`config.mk`:
```
export PLATFORM = sky130hd
export DESIGN_NAME = we_reg_arbiter
export DESIGN_NICKNAME = d
export VERILOG_FILES = /design/src/rtl/we_reg_arbiter_pkg.sv /design/src/rtl/we_reg_arbiter_rr_pick.sv /design/src/rtl/we_reg_arbiter.sv
export SDC_FILE = /design/constraint.sdc
export NUM_CORES = 1
export LEC_CHECK = 0
export CORE_ASPECT_RATIO = 0.8
export CORE_MARGIN = 10
export CORE_UTILIZATION = 39
export CTS_CLUSTER_SIZE = 8
export DETAILED_ROUTE_END_ITERATION = 12
export GPL_ROUTABILITY_DRIVEN = 0
export PLACE_DENSITY = 0.75
export SLEW_MARGIN = 20
export SYNTH_ARGS = -nofsm -noshare
export SYNTH_HDL_FRONTEND = slang
export SYNTH_SLANG_ARGS = --single-unit
export TNS_END_PERCENT = 50
```
`constraint.sdc`:
```
create_clock -name clk -period 1.6 [get_ports clk]
set_input_delay 0.32 -clock clk [delete_from_list [all_inputs] [get_ports clk]]
set_output_delay 0.32 -clock clk [all_outputs]
set_load 0.01 [all_outputs]
```
`src/rtl/we_reg_arbiter_pkg.sv`:
```
// we_arb_pkg: shared types and helpers for the write-enabled register arbiter
package we_arb_pkg;
  typedef enum logic [1:0] {IDLE, WRITE, ACK} arb_state_t;
  function automatic int idx_w(input int n);
    return (n > 1) ? $clog2(n) : 1;
  endfunction
endpackage

```
`src/rtl/we_reg_arbiter_rr_pick.sv`:
```
// rr_pick: first set request bit searching upward from ptr, wrapping modulo NREQ
module rr_pick
  import we_arb_pkg::*;
#(
  parameter int NREQ = 4
) (
  input  logic [NREQ-1:0]         req,
  input  logic [idx_w(NREQ)-1:0]  ptr,
  output logic [idx_w(NREQ)-1:0]  grant,
  output logic                    valid
);
  localparam int IW = idx_w(NREQ);
  logic [IW-1:0] idx;
  always_comb begin
    grant = '0;
    idx   = '0;
    valid = |req;
    // Walk offsets high to low so the smallest offset from ptr is the last to win
    for (int k = NREQ - 1; k >= 0; k--) begin
      idx = IW'((int'(ptr) + k) % NREQ);
      if (req[idx]) grant = idx;
    end
  end
endmodule

```
`src/rtl/we_reg_arbiter.sv`:
```
// we_reg_arbiter: round-robin sequencer sharing one write-enabled register between NREQ requesters
module we_reg_arbiter
  import we_arb_pkg::*;
#(
  parameter int NREQ = 4,
  parameter int DW   = 8
) (
  input  logic                   clk,
  input  logic                   rst_n,
  input  logic [NREQ-1:0]        req,
  input  logic [NREQ*DW-1:0]     wdata,
  output logic [NREQ-1:0]        ack,
  output logic [DW-1:0]          q,
  output logic [idx_w(NREQ)-1:0] owner,
  output logic                   busy,
  output logic [7:0]             wr_cnt
);
  localparam int IW = idx_w(NREQ);
  arb_state_t    state_q, state_d;
  logic [IW-1:0] ptr_q, ptr_d, g_q, g_d, owner_q, owner_d, pick_g;
  logic [DW-1:0] dat_q, dat_d, q_q, q_d;
  logic [7:0]    cnt_q, cnt_d;
  logic          pick_v, we;

  rr_pick #(.NREQ(NREQ)) u_pick (
    .req   (req),
    .ptr   (ptr_q),
    .grant (pick_g),
    .valid (pick_v)
  );

  always_ff @(posedge clk or negedge rst_n) begin
    if (!rst_n) begin
      state_q <= IDLE;
      ptr_q   <= '0;
      g_q     <= '0;
      dat_q   <= '0;
      q_q     <= '0;
      owner_q <= '0;
      cnt_q   <= '0;
    end else begin
      state_q <= state_d;
      ptr_q   <= ptr_d;
      g_q     <= g_d;
      dat_q   <= dat_d;
      q_q     <= q_d;
      owner_q <= owner_d;
      cnt_q   <= cnt_d;
    end
  end

  always_comb begin
    state_d = state_q;
    ptr_d   = ptr_q;
    g_d     = g_q;
    dat_d   = dat_q;
    owner_d = owner_q;
    cnt_d   = cnt_q;
    we      = 1'b0;
    case (state_q)
      IDLE: if (pick_v) begin
        g_d     = pick_g;
        dat_d   = wdata[pick_g*DW +: DW];
        state_d = WRITE;
      end
      WRITE: begin
        we      = 1'b1;
        state_d = ACK;
      end
      ACK: begin
        owner_d = g_q;
        cnt_d   = cnt_q + 8'd1;
        ptr_d   = (g_q == IW'(NREQ - 1)) ? '0 : g_q + IW'(1);
        state_d = IDLE;
      end
      default: state_d = IDLE;
    endcase
    q_d = we ? dat_q : q_q;
  end

  assign ack    = (state_q == ACK) ? NREQ'(1) << g_q : '0;
  assign busy   = state_q != IDLE;
  assign q      = q_q;
  assign owner  = owner_q;
  assign wr_cnt = cnt_q;
endmodule

```
==> summary.txt <==
Avg Vias per Cell: 4.897
Final Net Count: 260
Sequential share of power: 30.7%
P_int: 3163 uW
Post-Synthesis Cells: 135
Buf/Inv on CP: 3
Reg2reg end: dat_q[0]
Fmax: 617.2 MHz
Async set or reset register ratio after synthesis: 100.0%
Syn nets: 178
Cell Chain, Critical Path: buf_6 > inv_4 > ha_4 > and2_4 > buf_2
First-pass GRT wire length: 7734 um
# Max-Cap Violations: 0
Die width: 91.51 um
Most numerous cell in the Yosys netlist: dfrtp_1
Reg2Reg Launch Point: ptr_q[1]
Peak VDD IR: 1.066 mV
Family with the most delay on the worst path: flip-flops
Critical Path Start: g_q[1]
Max-slew headroom: 70.61%
Final Critical Period: 1.620 ns
Flop2flop setup slack: -0.02 ns
Yosys reg bits: 32
CTS tree: done
Total track usage: 13.55%
Routed Antenna Nets: 0
PD cells: 1819 nW/um2
Worst Reg-to-Reg Cells: 7
Vias in the first global route: 1494
CP max FO: 3
Worst slew pin tran: 0.4408 ns
Pins Over Slew Limit: 0
Area growth syn-to-layout: 65.02%
Clock transition at path regs: 0.07 ns
Pin count of the biggest net entering global routing: 33
Crit. End Element: output port
Sinks on Clock Net: 32
Worst skew pair latency: 0.28 ns
Mean routed wirelength per cell: 17.12 um
CTS H-tree lvls: 2
Post-Synth Adder-Cell Area: 3.922%
Starting Density: 41.13%
Final hold vios: 0
Number of synthesized flops with an enable pin: 0
Total power: 4789 uW
YS warnings: 0
# fillers: 271
Multiplexer area fraction after synthesis: 19.14%
Violated checks: setup timing
Sequential cell area: 803.3 um2
Final cycle utilization of the critical path: 101.3%
Max Buffers Root-to-Sink: 2
Status: finished, violations left
Largest family of logic cells by synthesized area: multiplexers
Synth Area in Simple Gates: 11.14%
Clock network power share: 17.8%
DP HPWL: 3408 um
Count of TritonRoute iterations in the first routing pass: 4
Die Area: 7065 um2
Initial antenna violation count: 0
Worst Setup EP: ack[1]
Switch Pwr: 1626 uW
Post-synth top flop: dfrtp_1
RSZ-0062 raised after global routing: yes
Syn_area_per_cell: 11.82 um2
Area of the multi-input gates: 829.5 um2
Cts hold-fix bufs: 0
Synth area leader: dfrtp_1
Core box area: 3879 um2
Register area share after synthesis: 50.20%
Share of layout cells above drive strength 1: 30.73%
Setup TNS Final: -0.06298 ns
Grt ovf: 0
CP Launch Type: flop
Rows: 20
Setup violations, final: 4
Iter 0 DRT Violations: 97
Count of buffers from port buffering: 60
Compound-cell area share of the yosys netlist: 7.529%
Final critical-path setup slack: -0.02025 ns
Post-synthesis xor/xnor area fraction: 3.843%
Min-Delay Path Class: in2async
Layout Utilization: 67.87%
Worst Clk Skew: 0.007044 ns
Commonest cells post-synth: dfrtp_1 (32), mux2i_1 (17), nand2_1 (15), mux2_2 (12), o221ai_1 (7)
Synth area leaders: dfrtp_1 (50%), mux2i_1 (11%), mux2_2 (8.5%)
Num CTS Buffers: 5
Antenna fix cells: 0
Slowest cell on crit path: dfrtp_1
Yosys top cell area share: 50.20%
Yosys cell types: 27
Mapped cell area: 1595 um2
Die Y: 77.21 um
# DRC: 0
Worst Setup Path Type: reg2out
Worst path max stage delay: 0.40 ns
I/O Pins: 61
Via count: 1337
Stages on worst setup path: 5
Logic pwr share: 51.4%
CP Data Arrival Time: 1.30 ns
Switching share of power: 33.95%
Detailed Route WL: 4674 um
WP data required: 1.28 ns
Leakage: 0.001205 uW
Root Buffer: clkbuf_8
repair_timing:
action	in CTS	in global routing
gates cloned	1	0
endpoints found under the setup margin	15	15
buffers inserted	9	0
resized for setup	38	20
pin swaps	3	5
registers in the layout (all words and copies together) (netlist names):
name     flops
g_q          2
owner        2
q            8
ptr_q        2
state_q      2
dat_q        8
wr_cnt       8
final cells by class:
cell class	instances	share of cell area, %
sequential	32	30.51
multi-input combinational	92	31.51
tap	55	2.614
timing repair buffer	81	29.75
clock inverter	1	1.141
inverter	5	0.8080
clock buffer	7	3.660
cell usage in the layout (no fill, tap or decap), types with 3 or more instances in the layout:
cell type        netlist  routed
o21ai_0                3       3
mux2i_1               17      14
nor2_1                 3       3
dfrtp_1               32      30
dlygate4sd2_1          0       7
dlymetal6s2s_1         0       3
inv_1                  5       3
clkdlybuf4s50_1        0      46
nand2_1               15      15
buf_4                  1      13
buf_6                  3       7
xnor2_1                5       5
o221ai_1               7       6
clkbuf_8               0       7
mux2_2                12      12
buf_2                  0       3
through the flow:
stage	hold WS (ns)	setup slack (ns)	area (um2)	cells
finish	0.4270	-0.02025	2633	273
global route	0.4652	-0.1198	2633	273
CTS	0.4403	-0.02013	2580	274
detailed placement	0.4649	-0.3830	2325	256
global placement	0.4585	-0.2790	2325	256
floorplan	0.02441	0.002484	1595	135
cell families (layout without fill, tap and decap cells):
logic type	Yosys count	after routing
adder cells (fa/ha/maj)	5	5
AND/OR/NAND/NOR	35	35
AO/OA/AOI/OAI	16	16
flip-flops	32	32
XOR/XNOR	7	7
buffers and inverters	11	94
multiplexers	29	29
routing by layer:
metal  GRT usage, %  share of wire, %
met5              0                 0
met1          14.81                40
met4          3.750              0.90
met3          4.280               6.5
met2          24.47                52
worst min-delay path by stage:
stage,from,endpoint,slack [ns],cells past startpoint
4_1_cts,rst_n,g_q[1],0.44,2
2_1_floorplan,rst_n,dat_q[0],0.02,0
5_1_grt,rst_n,owner[1],0.47,2
3_5_place_dp,wr_cnt[7],wr_cnt[7],0.46,1
6_report,rst_n,g_q[1],0.43,2
3_3_place_gp,wr_cnt[7],wr_cnt[7],0.46,1
power groups by stage:
stage,Sequential [uW],Combinational (uW),Clock (uW)
after floorplan,1500,1080,0
after global placement,1450,2020,0
after detailed placement,1480,2100,0
after CTS,1470,2380,860
after global routing,1520,2670,909
final,1470,2460,854
Note: power is estimated with default switching activity, not from simulation.
